File: config.mk
export PLATFORM = sky130hd
export DESIGN_NAME = sd_card_dat_phys
export DESIGN_NICKNAME = d
export VERILOG_FILES = /design/src/rtl/sd_card_dat_phys.sv
export SDC_FILE = /design/constraint.sdc
export NUM_CORES = 1
export LEC_CHECK = 0
export ABC_AREA = 1
export CORE_MARGIN = 5
export CORE_UTILIZATION = 39
export DETAILED_ROUTE_END_ITERATION = 7
export PLACE_DENSITY = 0.67
export SETUP_SLACK_MARGIN = 0.1
export SKIP_LAST_GASP = 1
export SLEW_MARGIN = 20
export SYNTH_ARGS = -nofsm -noshare
export SYNTH_HDL_FRONTEND = slang
export SYNTH_SLANG_ARGS = --single-unit
File: constraint.sdc
create_clock -name sd_clock -period 7.7 [get_ports sd_clock]
set_clock_uncertainty 0.1 [all_clocks]
set_input_delay 1.54 -clock sd_clock [delete_from_list [all_inputs] [get_ports sd_clock]]
set_output_delay 1.54 -clock sd_clock [all_outputs]
set_load 0.005 [all_outputs]
File: src/rtl/sd_card_dat_phys.sv
// ---------------------------------------------------------------------------
// sd_card_dat_phys
//
// Card-side physical layer for a single-bit SD DAT line.
//   Read  (card -> host): fetch 32-bit words and serialise 50-bit frames.
//   Write (host -> card): deserialise 50-bit frames, deliver the payload and
//                         answer each block with a 3-bit response token.
//
// Frame, MSB first: start(0) | payload[31:0] | crc[15:0]=0 | end(1)
//
// Ports
//   sd_clock     in   1   clock, one DAT bit per cycle
//   reset        in   1   asynchronous, active-low reset
//   start_read   in   1   pulse, begin a read transfer
//   start_write  in   1   pulse, begin a write transfer
//   blocks       in   4   block count when multiple=1 (0 counts as 1)
//   multiple     in   1   1 = use blocks, 0 = single block
//   timeout_reg  in  16   max cycles to wait for a write start bit
//   tx_data      in  32   word to transmit
//   tx_valid     in   1   tx_data available
//   tx_ready     out  1   tx_data consumed this cycle
//   rx_data      out 32   payload of the last good write frame
//   rx_valid     out  1   pulse, rx_data is new
//   dat_in       in   1   sampled DAT line
//   dat_out      out  1   driven DAT value
//   dat_oe       out  1   1 = card drives DAT
//   busy         out  1   transfer in progress
//   done         out  1   pulse, transfer finished
//   frame_error  out  1   pulse, bad write frame
//   timeout      out  1   pulse, start-bit timeout
// ---------------------------------------------------------------------------
module sd_card_dat_phys #(
  parameter int         GAP_CYCLES = 2,
  parameter logic [2:0] TOKEN_OK   = 3'b010,
  parameter logic [2:0] TOKEN_ERR  = 3'b101
) (
  input  logic        sd_clock,
  input  logic        reset,
  input  logic        start_read,
  input  logic        start_write,
  input  logic [3:0]  blocks,
  input  logic        multiple,
  input  logic [15:0] timeout_reg,
  input  logic [31:0] tx_data,
  input  logic        tx_valid,
  output logic        tx_ready,
  output logic [31:0] rx_data,
  output logic        rx_valid,
  input  logic        dat_in,
  output logic        dat_out,
  output logic        dat_oe,
  output logic        busy,
  output logic        done,
  output logic        frame_error,
  output logic        timeout
);

  typedef enum logic [3:0] {
    IDLE, TX_FETCH, TX_SHIFT, TX_GAP,
    RX_WAIT, RX_SHIFT, RX_GAP, RX_TOKEN, FINISH
  } state_t;

  localparam logic [7:0] GAP_LAST = 8'(GAP_CYCLES - 1);

  state_t      state;
  logic [48:0] tx_sr;
  logic [47:0] rx_sr;
  logic [5:0]  bit_cnt;
  logic [7:0]  gap_cnt;
  logic [1:0]  tok_cnt;
  logic [1:0]  tok_sr;
  logic [15:0] wait_cnt;
  logic [3:0]  blk_cnt;
  logic [3:0]  blk_target;
  logic        bad_frame;

  logic [3:0]  target_sel;
  logic        last_block;
  logic [16:0] wait_next;
  logic        timed_out;
  logic [2:0]  tok_word;

  // The word is consumed in the same cycle it is offered while fetching.
  assign tx_ready   = (state == TX_FETCH) && tx_valid;

  assign target_sel = (multiple && (blocks != 4'd0)) ? blocks : 4'd1;
  // blk_cnt counts completed blocks, so the block in flight is the last one
  // when one more completion reaches the target.
  assign last_block = ({1'b0, blk_cnt} + 5'd1) >= {1'b0, blk_target};

  // Timeout compares the post-increment count, so a limit of 0 or 1 both
  // expire after the first wait cycle.
  assign wait_next  = {1'b0, wait_cnt} + 17'd1;
  assign timed_out  = wait_next >= {1'b0, timeout_reg};

  assign tok_word   = bad_frame ? TOKEN_ERR : TOKEN_OK;

  // Single FSM; all outputs except tx_ready are registered. Pulse outputs
  // default low every cycle and are raised only for the cycle they report.
  always_ff @(posedge sd_clock or negedge reset) begin
    if (!reset) begin
      state       <= IDLE;
      tx_sr       <= '0;
      rx_sr       <= '0;
      bit_cnt     <= '0;
      gap_cnt     <= '0;
      tok_cnt     <= '0;
      tok_sr      <= '0;
      wait_cnt    <= '0;
      blk_cnt     <= '0;
      blk_target  <= '0;
      bad_frame   <= 1'b0;
      rx_data     <= '0;
      rx_valid    <= 1'b0;
      dat_out     <= 1'b1;
      dat_oe      <= 1'b0;
      busy        <= 1'b0;
      done        <= 1'b0;
      frame_error <= 1'b0;
      timeout     <= 1'b0;
    end else begin
      rx_valid    <= 1'b0;
      frame_error <= 1'b0;
      timeout     <= 1'b0;
      done        <= 1'b0;

      case (state)
        IDLE: begin
          // start_read has priority when both starts arrive together.
          if (start_read) begin
            state      <= TX_FETCH;
            busy       <= 1'b1;
            dat_oe     <= 1'b1;
            dat_out    <= 1'b1;
            blk_cnt    <= '0;
            blk_target <= target_sel;
          end else if (start_write) begin
            state      <= RX_WAIT;
            busy       <= 1'b1;
            dat_oe     <= 1'b0;
            dat_out    <= 1'b1;
            blk_cnt    <= '0;
            blk_target <= target_sel;
            wait_cnt   <= '0;
            bad_frame  <= 1'b0;
          end
        end

        TX_FETCH: begin
          // Start bit goes straight to the pin; the rest waits in tx_sr.
          if (tx_valid) begin
            tx_sr   <= {tx_data, 16'h0000, 1'b1};
            dat_out <= 1'b0;
            bit_cnt <= '0;
            state   <= TX_SHIFT;
          end
        end

        TX_SHIFT: begin
          if (bit_cnt == 6'd49) begin
            blk_cnt <= blk_cnt + 4'd1;
            dat_out <= 1'b1;
            gap_cnt <= '0;
            if (last_block) begin
              dat_oe <= 1'b0;
              state  <= FINISH;
            end else begin
              state  <= TX_GAP;
            end
          end else begin
            dat_out <= tx_sr[48];
            tx_sr   <= {tx_sr[47:0], 1'b0};
            bit_cnt <= bit_cnt + 6'd1;
          end
        end

        TX_GAP: begin
          if (gap_cnt == GAP_LAST) begin
            state <= TX_FETCH;
          end else begin
            gap_cnt <= gap_cnt + 8'd1;
          end
        end

        RX_WAIT: begin
          // A low line wins over an expiring timeout in the same cycle.
          if (!dat_in) begin
            bit_cnt <= '0;
            state   <= RX_SHIFT;
          end else if (timed_out) begin
            timeout <= 1'b1;
            state   <= FINISH;
          end else begin
            wait_cnt <= wait_next[15:0];
          end
        end

        RX_SHIFT: begin
          // After 48 samples rx_sr holds frame bits 48..1; dat_in is the end bit.
          rx_sr <= {rx_sr[46:0], dat_in};
          if (bit_cnt == 6'd48) begin
            if (dat_in) begin
              rx_data  <= rx_sr[47:16];
              rx_valid <= 1'b1;
            end else begin
              frame_error <= 1'b1;
              bad_frame   <= 1'b1;
            end
            gap_cnt <= '0;
            state   <= RX_GAP;
          end else begin
            bit_cnt <= bit_cnt + 6'd1;
          end
        end

        RX_GAP: begin
          if (gap_cnt == GAP_LAST) begin
            dat_oe  <= 1'b1;
            dat_out <= tok_word[2];
            tok_sr  <= tok_word[1:0];
            tok_cnt <= '0;
            state   <= RX_TOKEN;
          end else begin
            gap_cnt <= gap_cnt + 8'd1;
          end
        end

        RX_TOKEN: begin
          if (tok_cnt == 2'd2) begin
            dat_oe  <= 1'b0;
            dat_out <= 1'b1;
            blk_cnt <= blk_cnt + 4'd1;
            // A bad frame abandons any remaining blocks.
            if (last_block || bad_frame) begin
              state <= FINISH;
            end else begin
              wait_cnt <= '0;
              state    <= RX_WAIT;
            end
          end else begin
            dat_out <= tok_sr[1];
            tok_sr  <= {tok_sr[0], 1'b0};
            tok_cnt <= tok_cnt + 2'd1;
          end
        end

        FINISH: begin
          done    <= 1'b1;
          busy    <= 1'b0;
          dat_oe  <= 1'b0;
          dat_out <= 1'b1;
          state   <= IDLE;
        end

        default: state <= IDLE;
      endcase
    end
  end

endmodule

## Yosys cells after proc, flatten, opt, wreduce, memory -nomap -nowiden

Cells that the tools add are included.

| cells by class | value |
|---|---|
| $add $sub $neg | 6 |
| $lt $le $gt $ge | 2 |
| equal/unequal tests | 32 |
| muxes and demuxes | 76 |
| reductions and logical operators | 30 |

Operators by type and width:

| cell | count |
|---|---|
| 49-bit 2-to-1 mux | 2 |
| 49-bit case mux with 2 select lines | 1 |
| 16-bit 2-to-1 mux | 6 |
| 4-bit 2-to-1 mux | 19 |
| 16-bit case mux with 3 select lines | 1 |
| 2-bit != test (second input constant) | 18 |
| 4-bit case mux with 8 select lines | 1 |
| 1-bit 2-to-1 mux | 25 |
| 6-bit 2-to-1 mux | 4 |
| 8-bit 2-to-1 mux | 3 |
| 6-bit case mux with 4 select lines | 1 |
| 8-bit case mux with 3 select lines | 1 |
| 16-bit by 1-bit adder with 17-bit output (second input constant) | 1 |
| 17-bit by 16-bit greater-or-equal comparator with 1-bit output | 1 |
| 4-bit by 3-bit equality test with 1-bit output (second input constant) | 4 |
| 6-bit equality test (second input constant) | 2 |
| 4-bit case mux with 3 select lines | 1 |
| 4-bit AND reduction | 3 |
| 5-bit AND reduction | 2 |
| 2-bit nonzero test | 5 |
| 3-bit AND reduction | 3 |
| 3-bit nonzero test | 3 |
| 8-bit by 1-bit adder with 8-bit output (second input constant) | 1 |
| 4-bit by 2-bit equality test with 1-bit output (second input constant) | 2 |
| 27 further kinds | 36 |

| word-level totals | value |
|---|---|
| flip-flop bits (word level) | 183 |
| bits of input ports | 59 |
| output and inout port bits | 40 |
| word-level logic and storage cells | 165 |

## Depth between registers and ports, before layout

Gate-level depths: netlist of run 1.

| logic depth | value |
|---|---|
| depth in word-level cells | 6 |
| mapped depth | 20 |
| mapped depth without buffers | 19 |

## Least setup slack after synthesis of run 1

OpenSTA, ideal clock, no wires.

| timing | value |
|---|---|
| kind | input port to output port |
| from | input port tx_valid |
| to | output port tx_ready |
| arrival | 1.690 ns |
| setup slack | 4.370 ns |
| stages | 2 |
| path buffers | 0 |
| path through | inv_1 > nor2_1 |

| between the ends | value |
|---|---|
| longest elaborated chain between the ends | 1 |

RTL lines:

| what | RTL line | RTL |
|---|---|---|
| start, declared | 45 | `input logic tx_valid,` |
| 1-bit logical AND | 84 | `assign tx_ready = (state == TX_FETCH) && tx_valid;` |
| end, declared | 46 | `output logic tx_ready,` |

No other way between the ends.

## Worst setup path in the final report of run 1

Same ends and word-level chain as after synthesis.

==> summary.md, run 1 <==
| Metric | Value |
|---|---|
| Syn Area/Cell | 8.204 um^2 |
| Netlist area before placement | 8991 um^2 |
| Slew Limit Fails | 0 |
| CTS tree | done |
| Max reg flops | 49 |
| Fin worst setup slack | around 3400 ps |
| Most numerous cell in the Yosys netlist | nand2_1 |
| CP Launch Point | tx_valid |
| H-Tree Level Count | 4 |
| Type of destination of the critical path | primary output |
| Number of I/O pins | slightly below 100 |
| Number of buffers added on ports | 98 |
| Worst reg2reg endpoint | tx_sr[46]$_DFFE_PN0P_ |
| Count of cells resized by post-cts repair | 0 |
| Commonest cells in the netlist | nand2_1, dfrtp_1, inv_1, o21ai_0, nand3_1 |
| Worst slew pin tran | 874.4 ps |
| Aggregate routed wire length | about 19 mm |
| Fraction of final layout cells with drive strength greater than 1 | 5.374% |
| Maximum fanout count along the critical path | 3 |
| Final Util | 47.58% |
| TritonCTS Sinks | around 180 |
| Hold/Removal Path Class | reg2reg |
| Drt first-iter violations | 530 |
| Outcome | finished clean |
| Filler cells | between 2,000 and 2,500 |
| Multi-input gate area | 3618 um^2 |
| Die Width | 161.8 um |
| Post-Synthesis Cells | between 1,000 and 1,500 |
| Worst Reg2Reg Path Length in Cells | 10 |
| Biggest register | tx_sr |
| Leak | 5.285 nW |
| Warnings from Yosys | 0 |
| Area fraction of the dominant cell type after synthesis | 50.65% |
| Post-synthesis register bit count | 183 |
| Leading register cell type out of synthesis | dfrtp_1 |
| Wire length of the first global-routing pass | around 32 mm |
| Die Area | around 26,000 um^2 |
| Register Area | roughly 4600 um^2 |
| FF-to-FF setup slack | 4190 ps |
| Largest regs | tx_sr x49, rx_sr x48, rx_data x32 |
| Antenna violations before repair | 0 |
| Cell Pwr Density | ~290 nW/um^2 |
| Residual overflow from global routing | 0 |
| Total CTS buffers | 17 |
| Placeable core area | roughly 23,000 um^2 |
| Routed len/inst | around 13 um |
| Cell at the root of the clock tree | clkbuf_16 |
| Number of synthesized flops with an enable pin | 0 |
| Final critical path time including I/O delays and setup | 4289 ps |
| Buffers from clock root to sink, at most | 2 |
| DR pass1 iterations | 5 |
| Cell row count | 55 |
| End point of the critical path | tx_ready |
| Pin count of the biggest net entering global routing | 93 |
| Die H | 161.8 um |
| Cell type with the highest aggregate area in the netlist | dfrtp_1 |
| Max rail drop VDD | 0.0001411 V |
| Total power after layout | 3.138 mW |
| Total half-perimeter wirelength after legalization and detailed placement | 12.80 mm |
| Worst reg2reg path startpoint | state[1]$_DFFE_PN0P_ |
| Total vias in the final route | 7,139 |
| Via count of the first global-routing pass | roughly 6,800 |
| Layout-stage area growth over the synthesis result | 19.82% |
| Async SR Flop Fraction | 100.0% |
| Worst max-slew margin expressed relative to the limit | 41.62% |
| Setup repair after global routing missed its margin | no |
| Later-pin clock latency in the skew report | about 430 ps |
| Total cell area at the placement stage | 10,190 um^2 |
| Via density per instance | 4.837 |
| Setup Slack @ Placement | 3404 ps |
| Leading post-synthesis cells by cell area | dfrtp_1, nand2_1, o21ai_0 |
| Count of nets left with antenna violations after detail routing | 0 |
| Antenna diode count | 0 |
| Required time of the critical path | 6060 ps |
| Signal arrival time at the worst endpoint | between 2000 and 3000 ps |
| Final worst path period share | 55.70% |
| GPL Wtd Cong | 0.9022 |
| Final hold vios | 0 |
| DRC violations left | 0 |
| Effective utilization at floorplan | 39.71% |
| Maximum operating frequency | between 200 and 250 MHz |
| Final setup violating endpoints | 0 |
| Kind of critical path | in2out |
| Clock-pin slew of the registers on the worst-case setup and hold paths | 70 ps |
| Post CTS Setup Buffer Count | 0 |
| Count of maximum capacitance violations | 0 |
| Layout Cell Area excl Fill | 10,770 um^2 |
| Sum of negative setup slack | 0 ps |
| Global-route usage over all layers | 14.58% |
| Net count reported at finish | 1,265 |
| Number of distinct library cells after synthesis | 44 |
| Number of hold buffers added after CTS | 0 |
| Worst setup SP type | primary input |
| Total nets after synthesis | 1,183 |
| Portion of the post-synthesis area used by sequential elements | 50.95% |
[power by group]
group,total (mW),switching (mW),internal [mW]
registers,1.21,0.0814,1.13
clock network,0.868,0.424,0.444
logic,1.06,0.714,0.343
[logic make-up (layout without fill, tap and decap cells)]
family          count (synthesis)  after routing  synth area share [%]
simple gates                  458            458                 21.43
compound gates                206            206                 13.04
buf+inv                       202            297                 8.837
flops                         183            183                 50.95
fa+ha+maj                      28             28                 3.897
xor+xnor                       19             19                 1.851
[critical path, stage by stage]
cell,delay [ps]
clkdlybuf4s50_1,450
inv_1,60
nor2_1,90
clkdlybuf4s50_1,500
[layout by cell type, fill, tap and decap left out, drive strengths merged]
cell type and count:
o21ai 141, a21boi 1, clkbuf 19, o22ai 3
a21oi 15, o211ai 36, nor3b 1, dfstp 1
buf 5, clkdlybuf4s50 97, o22a 1, nor2 66
nor3 4, nand3b 2, inv 171, xor2 9
o21bai 2, nand3 62, o21a 1, o31ai 2
a21o 2, nand4 16, or2 2, clkinv 5
dfrtp 182, xnor2 10, nand2 305, a211oi 1
ha 28, a31oi 1
[final cells by class]
class	count	area share (%)
Timing Repair Buffer	103	9.489
Multi-Input combinational cell	711	33.59
Clock inverter	14	1.371
Tap cell	285	3.310
Sequential cell	183	42.52
Clock buffer	18	4.077
Inverter	162	5.645
[worst min path at each step]
stage	startpoint	end	slack, ps	depth (start not counted)
floorplan	rx_sr[9]$_DFFE_PN0P_	rx_sr[10]$_DFFE_PN0P_	340	2
global placement	rx_sr[2]$_DFFE_PN0P_	rx_sr[3]$_DFFE_PN0P_	350	2
detailed placement	rx_sr[2]$_DFFE_PN0P_	rx_sr[3]$_DFFE_PN0P_	350	2
CTS	rx_sr[2]$_DFFE_PN0P_	rx_sr[3]$_DFFE_PN0P_	370	2
global route	rx_sr[2]$_DFFE_PN0P_	rx_sr[3]$_DFFE_PN0P_	400	2
finish	rx_sr[3]$_DFFE_PN0P_	rx_sr[4]$_DFFE_PN0P_	370	2
[metrics by stage]
step                      std cells  hold WS [ps]
after floorplan                1096         342.2
after global placement         1444         350.5
after detailed placement       1444         353.5
after CTS                      1476         371.4
after global routing           1476         395.3
final                          1476         370.5
[metal layers]
metal / up-vias / wire (um) / GRT usage [%]
met5: - / 0 / 0
met4: 0 / 179 / 3.460
met3: 17 / 798 / 3.248
met2: 131 / 8708 / 23.65
met1: 3321 / 9017 / 20.07
li1: 3670 / - / -
Power figures use the tool's default switching activity.
==> run 2, diff against run 1 <==
PLACE_DENSITY = 0.69   (was 0.67)
clock period = 3.64 ns   (was 7.7 ns; I/O delays follow)
==> summary.md, run 2 (same netlist as run 1, synthesis figures left out) <==
| Metric | Value |
|---|---|
| Outcome | finished clean |
| H-Tree Level Count | 4 |
| Final worst path period share | 86.70% |
| Final hold vios | 0 |
| Number of buffers added on ports | 98 |
| Number of hold buffers added after CTS | 0 |
| Maximum fanout count along the critical path | 10 |
| Highest-count cells in the layout ignoring fill and taps | nand2_1, dfrtp_1, inv_1 |
| Fraction of final layout cells with drive strength greater than 1 | 5.611% |
| DR pass1 iterations | 5 |
| Hold slack | roughly 210 ps |
| TritonCTS Sinks | roughly 180 |
| Signal arrival time at the worst endpoint | 3410 ps |
| Slew Limit Fails | 0 |
| Maximum operating frequency | 316.9 MHz |
| Critical path cell sequence | ha_1 > nand2_1 > nor2_2 > nand2_1 > nor2_1 > nand2_1 > xor2_1 > inv_1 > ha_1 > nand2_1 > nand2_1 > a21oi_1 > o21ai_1 > nor2_1 > nand3_1 > nand2_2 > buf_4 > nand3_1 > nand2_1 |
| CP Launch Point | wait_cnt[0]$_DFFE_PN0P_ |
| Sum of negative setup slack | 0 ps |
| Global-route usage over all layers | between 10% and 20% |
| Setup repair after global routing missed its margin | no |
| Max reg flops | 49 |
| Routed len/inst | 12.56 um |
| Setup Slack @ Placement | between 400 and 500 ps |
| Total CTS buffers | 17 |
| Placeable core area | 22,640 um^2 |
| Via count of the first global-routing pass | around 7,000 |
| Cell Count Post-Placement | about 1,400 |
| Cell row count | 55 |
| Count of cells resized by post-cts repair | 0 |
| Net count reported at finish | 1,268 |
| Commonest non-fill, non-tap cell in the layout | nand2_1 |
| Leak | 5.309 nW |
| Worst setup SP type | flip-flop |
| Wire length of the first global-routing pass | 33.02 mm |
| Buffers from clock root to sink, at most | 2 |
| Total power after layout | 6.696 mW |
| Die H | 161.8 um |
| Post-route non-filler standard cell count | 1,479 |
| Die Width | 161.8 um |
| Final Util | 47.88% |
| Cell Pwr Density | 617.6 nW/um^2 |
| Later-pin clock latency in the skew report | 430 ps |
| Die Area | 26,190 um^2 |
| Pin count of the biggest net entering global routing | 84 |
| Dominant cell type by count on the critical path | nand2_1 |
| Aggregate routed wire length | 18.58 mm |
| Stages on worst setup path | 19 |
| Worst reg2reg path startpoint | wait_cnt[0]$_DFFE_PN0P_ |
| Antenna violations before repair | 0 |
| Critical path's largest stage delay | 420 ps |
| Worst max-slew margin expressed relative to the limit | 41.74% |
| Drt first-iter violations | 601 |
| Total vias in the final route | 7,220 |
| Clock-pin slew of the registers on the worst-case setup and hold paths | 80 ps |
| Hold/Removal Path Class | in2async |
| Cell at the root of the clock tree | clkbuf_16 |
| Count of nets left with antenna violations after detail routing | 0 |
| GPL Wtd Cong | 0.8549 |
| DRC violations left | 0 |
| Residual overflow from global routing | 0 |
| Antenna diode count | 0 |
| Via density per instance | 4.882 |
| Max rail drop VDD | around 0.00033 V |
| Layout-stage area growth over the synthesis result | 20.57% |
| Number of I/O pins | 99 |
| Largest regs | tx_sr x49, rx_sr x48, rx_data x32 |
| Final critical path time including I/O delays and setup | 3156 ps |
| Worst slew pin tran | 872.6 ps |
| Largest delay share family, worst path | simple AND/OR/NAND/NOR gates |
| Type of destination of the critical path | flip-flop |
| Kind of critical path | reg2reg |
| Fin worst setup slack | 484.2 ps |
| Biggest register | tx_sr |
| Layout Cell Area excl Fill | ~11,000 um^2 |
| Final setup violating endpoints | 0 |
| Slowest library cell on the worst path | dfrtp_1 |
| CTS tree | done |
| Effective utilization at floorplan | 39.71% |
| Post CTS Setup Buffer Count | 0 |
| Worst Reg2Reg Path Length in Cells | 19 |
| Total cell area at the placement stage | 10,230 um^2 |
| Buffers & Inverters on Critical Path | 2 |
| Required time of the critical path | 3900 ps |
| Count of maximum capacitance violations | 0 |
| Total half-perimeter wirelength after legalization and detailed placement | 12.93 mm |
## run 2: power by group
part,internal (mW),switching (mW),leakage (nW)
sequential,2.39,0.174,2.39
combinational,0.750,1.50,2.62
clock,0.993,0.890,0.294
total,4.14,2.56,5.31
## run 2: area by class of cell
class | instances | area [um^2]
inverter | 162 | 608.1
multi-input combinational | 711 | 3621
clock buffer | 18 | 429.2
timing repair buffer | 106 | 1067
fill | 2158 | 11800
tap | 285 | 356.6
sequential | 183 | 4581
clock inverter | 14 | 177.7
## run 2: path summary, 6_finish.rpt
path                                             to  slack, ps
max in group asynchronous       dat_out$_DFFE_PN1P_       2310
max                        wait_cnt[12]$_DFFE_PN0P_        480
max reg2reg                wait_cnt[12]$_DFFE_PN0P_        480
min reg2reg                   rx_sr[15]$_DFFE_PN0P_        370
min                         rx_data[11]$_DFFE_PN0P_        210
min in group sd_clock         rx_sr[15]$_DFFE_PN0P_        370
## run 2: per-layer routing
metal	vias up	share of wire (%)	track usage (%)
met5	-	0	0
met3	15	3.7	2.943
li1	3682	-	-
met2	132	46	23.93
met1	3391	49	20.61
met4	0	0.97	3.652
==> run 3, diff against run 2 <==
CELL_PAD_IN_SITES_DETAIL_PLACEMENT = 0   (was default)
CELL_PAD_IN_SITES_GLOBAL_PLACEMENT = 1   (was default)
CORE_UTILIZATION = 38   (was 39)
PLACE_DENSITY = 0.84   (was 0.69)
==> summary.md, run 3 (same netlist as run 1, synthesis figures left out) <==
| Metric | Value |
|---|---|
| Drt first-iter violations | 643 |
| Via density per instance | 4.705 |
| Number of I/O pins | 99 |
| H-Tree Level Count | 4 |
| Via count of the first global-routing pass | 6,767 |
| Die H | 163.8 um |
| Net count reported at finish | between 1,000 and 1,500 |
| Cell internal power dissipation | between 4 and 5 mW |
| Highest-count cells in the layout ignoring fill and taps | nand2_1, dfrtp_1, inv_1 |
| Filler cells | about 2,400 |
| Cell at the root of the clock tree | clkbuf_16 |
| DRC violations left | 0 |
| CTS tree | done |
| Slew Limit Fails | 0 |
| Effective utilization at floorplan | 38.42% |
| Residual overflow from global routing | 0 |
| Placeable core area | 23,400 um^2 |
| Biggest register | tx_sr |
| Routed len/inst | approximately 12 um |
| Pin count of the biggest net entering global routing | 85 |
| Setup Slack @ Placement | between 400 and 500 ps |
| Later-pin clock latency in the skew report | 430 ps |
| Multi-input gate area | 3623 um^2 |
| Cell row count | 56 |
| Final worst path period share | 87.38% |
| Leak | 5.353 nW |
| Kind of critical path | reg2reg |
| Max rail drop VDD | 0.0004513 V |
| Maximum operating frequency | 314.4 MHz |
| Count of maximum capacitance violations | 0 |
| Worst max-slew margin expressed relative to the limit | 49.11% |
| Fraction of final layout cells with drive strength greater than 1 | ~5.7% |
| Wire length of the first global-routing pass | 32.04 mm |
| Fin worst setup slack | approximately 460 ps |
| Outcome | finished clean |
| P_sw | approximately 2.6 mW |
| Global-route usage over all layers | 14.36% |
| Signal arrival time at the worst endpoint | 3450 ps |
| Seq pwr share | 37.9% |
| Total CTS buffers | 17 |
| Worst setup SP type | flip-flop |
| Final hold vios | 0 |
| GPL Wtd Cong | ~0.84 |
| Cell Pwr Density | 618.2 nW/um^2 |
| Switching power as a share of total power | around two fifths |
| Aggregate routed wire length | between 15 and 20 mm |
| Register Area | 4581 um^2 |
| Total vias in the final route | 7,124 |
| Maximum fanout count along the critical path | 10 |
| Setup repair after global routing missed its margin | no |
| Share of total power in the clock network | between 20% and 30% |
| Required time of the critical path | between 3000 and 4000 ps |
| Final setup violating endpoints | 0 |
| DR pass1 iterations | 6 |
| Post CTS Setup Buffer Count | 0 |
| Buffers from clock root to sink, at most | 2 |
| Worst slew pin tran | 763.3 ps |
| Count of nets left with antenna violations after detail routing | 0 |
| TritonCTS Sinks | 183 |
| Die Area | 26,840 um^2 |
| Total half-perimeter wirelength after legalization and detailed placement | 12.89 mm |
| Combinational share of power | roughly 33% |
| Die Width | 163.8 um |
| Max reg flops | 49 |
| Antenna diode count | 0 |
| Clock-pin slew of the registers on the worst-case setup and hold paths | 80 ps |
| Largest regs | tx_sr x49, rx_sr x48, rx_data x32 |
| Layout-stage area growth over the synthesis result | 21.72% |
| Number of buffers added on ports | between 90 and 100 |
| Commonest non-fill, non-tap cell in the layout | nand2_1 |
| Antenna violations before repair | 0 |
| Total power after layout | 6.766 mW |
| Sum of negative setup slack | 0 ps |
| Type of destination of the critical path | flip-flop |
| Final critical path time including I/O delays and setup | about 3200 ps |
| Hold/Removal Path Class | in2async |
==> run 3: changes by cell type in the layout (fill, tap and decap cells not counted) <==
cell	previous run	this run
clkinv_8	3	6
inv_6	3	1
buf_12	2	3
buf_6	1	0
clkbuf_1	1	0
clkbuf_8	0	1
clkinvlp_4	1	0
inv_12	0	1
nand2_2	5	4
nand2_4	2	3
nor2_1	58	59
nor2_2	6	5
==> run 3: worst max-delay path, cell delays in order, from the launching register on <==
cell	delay [ps]
dfrtp_1	420
ha_1	190
nand2_1	70
nor2_1	190
nand2_1	180
nor2_1	190
nand2_1	90
xor2_1	170
inv_1	70
ha_1	310
nand2_1	70
nand2_1	50
a21oi_1	150
o21ai_1	90
nor2_1	130
nand3_1	150
nand2_4	160
buf_4	190
nand3_1	70
nand2_1	90
==> run 3: through the flow <==
step / instances / area (um^2) / utilization [%] / hold WS, ps
CTS: 1514 / 10940 / 46.74 / 254.0
global placement: 1482 / 10300 / 44.00 / 350.9
detailed placement: 1482 / 10300 / 44.00 / 355.3
global route: 1514 / 10940 / 46.77 / 282.5
finish: 1514 / 10940 / 46.77 / 226.4
floorplan: 1096 / 8991 / - / 332.4
==> run 3: area by class of cell <==
type | count | area share, %
Inverter | 162 | 5.556
Tap cell | 319 | 3.647
Clock inverter | 15 | 1.989
Clock buffer | 17 | 3.887
Timing Repair Buffer | 107 | 9.958
Sequential cell | 183 | 41.85
Multi-Input combinational cell | 711 | 33.11
==> run 3: what timing repair did <==
action                                  CTS  global route
resized for setup                         0             1
hold buffers                              0             0
endpoints found under the setup margin    0             9
==> run 3: metal layers <==
| metal | track usage (%) | share of wire (%) |
|---|---|---|
| met2 | 22.96 | 46 |
| met1 | 20.36 | 49 |
| met4 | 3.812 | 0.93 |
| met3 | 2.434 | 4.0 |
| met5 | 0 | 0 |
==> run 3: worst paths after layout <==
kind                                          from                 endpoint  slack, ps  cells past startpoint
max                        wait_cnt[0]$_DFFE_PN0P_  wait_cnt[5]$_DFFE_PN0P_        460                     19
max reg2reg                wait_cnt[0]$_DFFE_PN0P_  wait_cnt[5]$_DFFE_PN0P_        460                     19
min                                          reset  rx_data[19]$_DFFE_PN0P_        230                      1
min reg2reg                   rx_sr[7]$_DFFE_PN0P_     rx_sr[8]$_DFFE_PN0P_        360                      2
min in group sd_clock         rx_sr[7]$_DFFE_PN0P_     rx_sr[8]$_DFFE_PN0P_        360                      2
max in group asynchronous                    reset      dat_out$_DFFE_PN1P_       2390                      2
==> run 3: power groups by stage <==
stage	logic [mW]	clock network [mW]	registers [mW]
global placement	2.24	0	2.60
global route	2.61	2.09	2.61
floorplan	1.73	0	2.56
detailed placement	2.27	0	2.61
finish	2.25	1.95	2.57
CTS	2.29	2.01	2.57
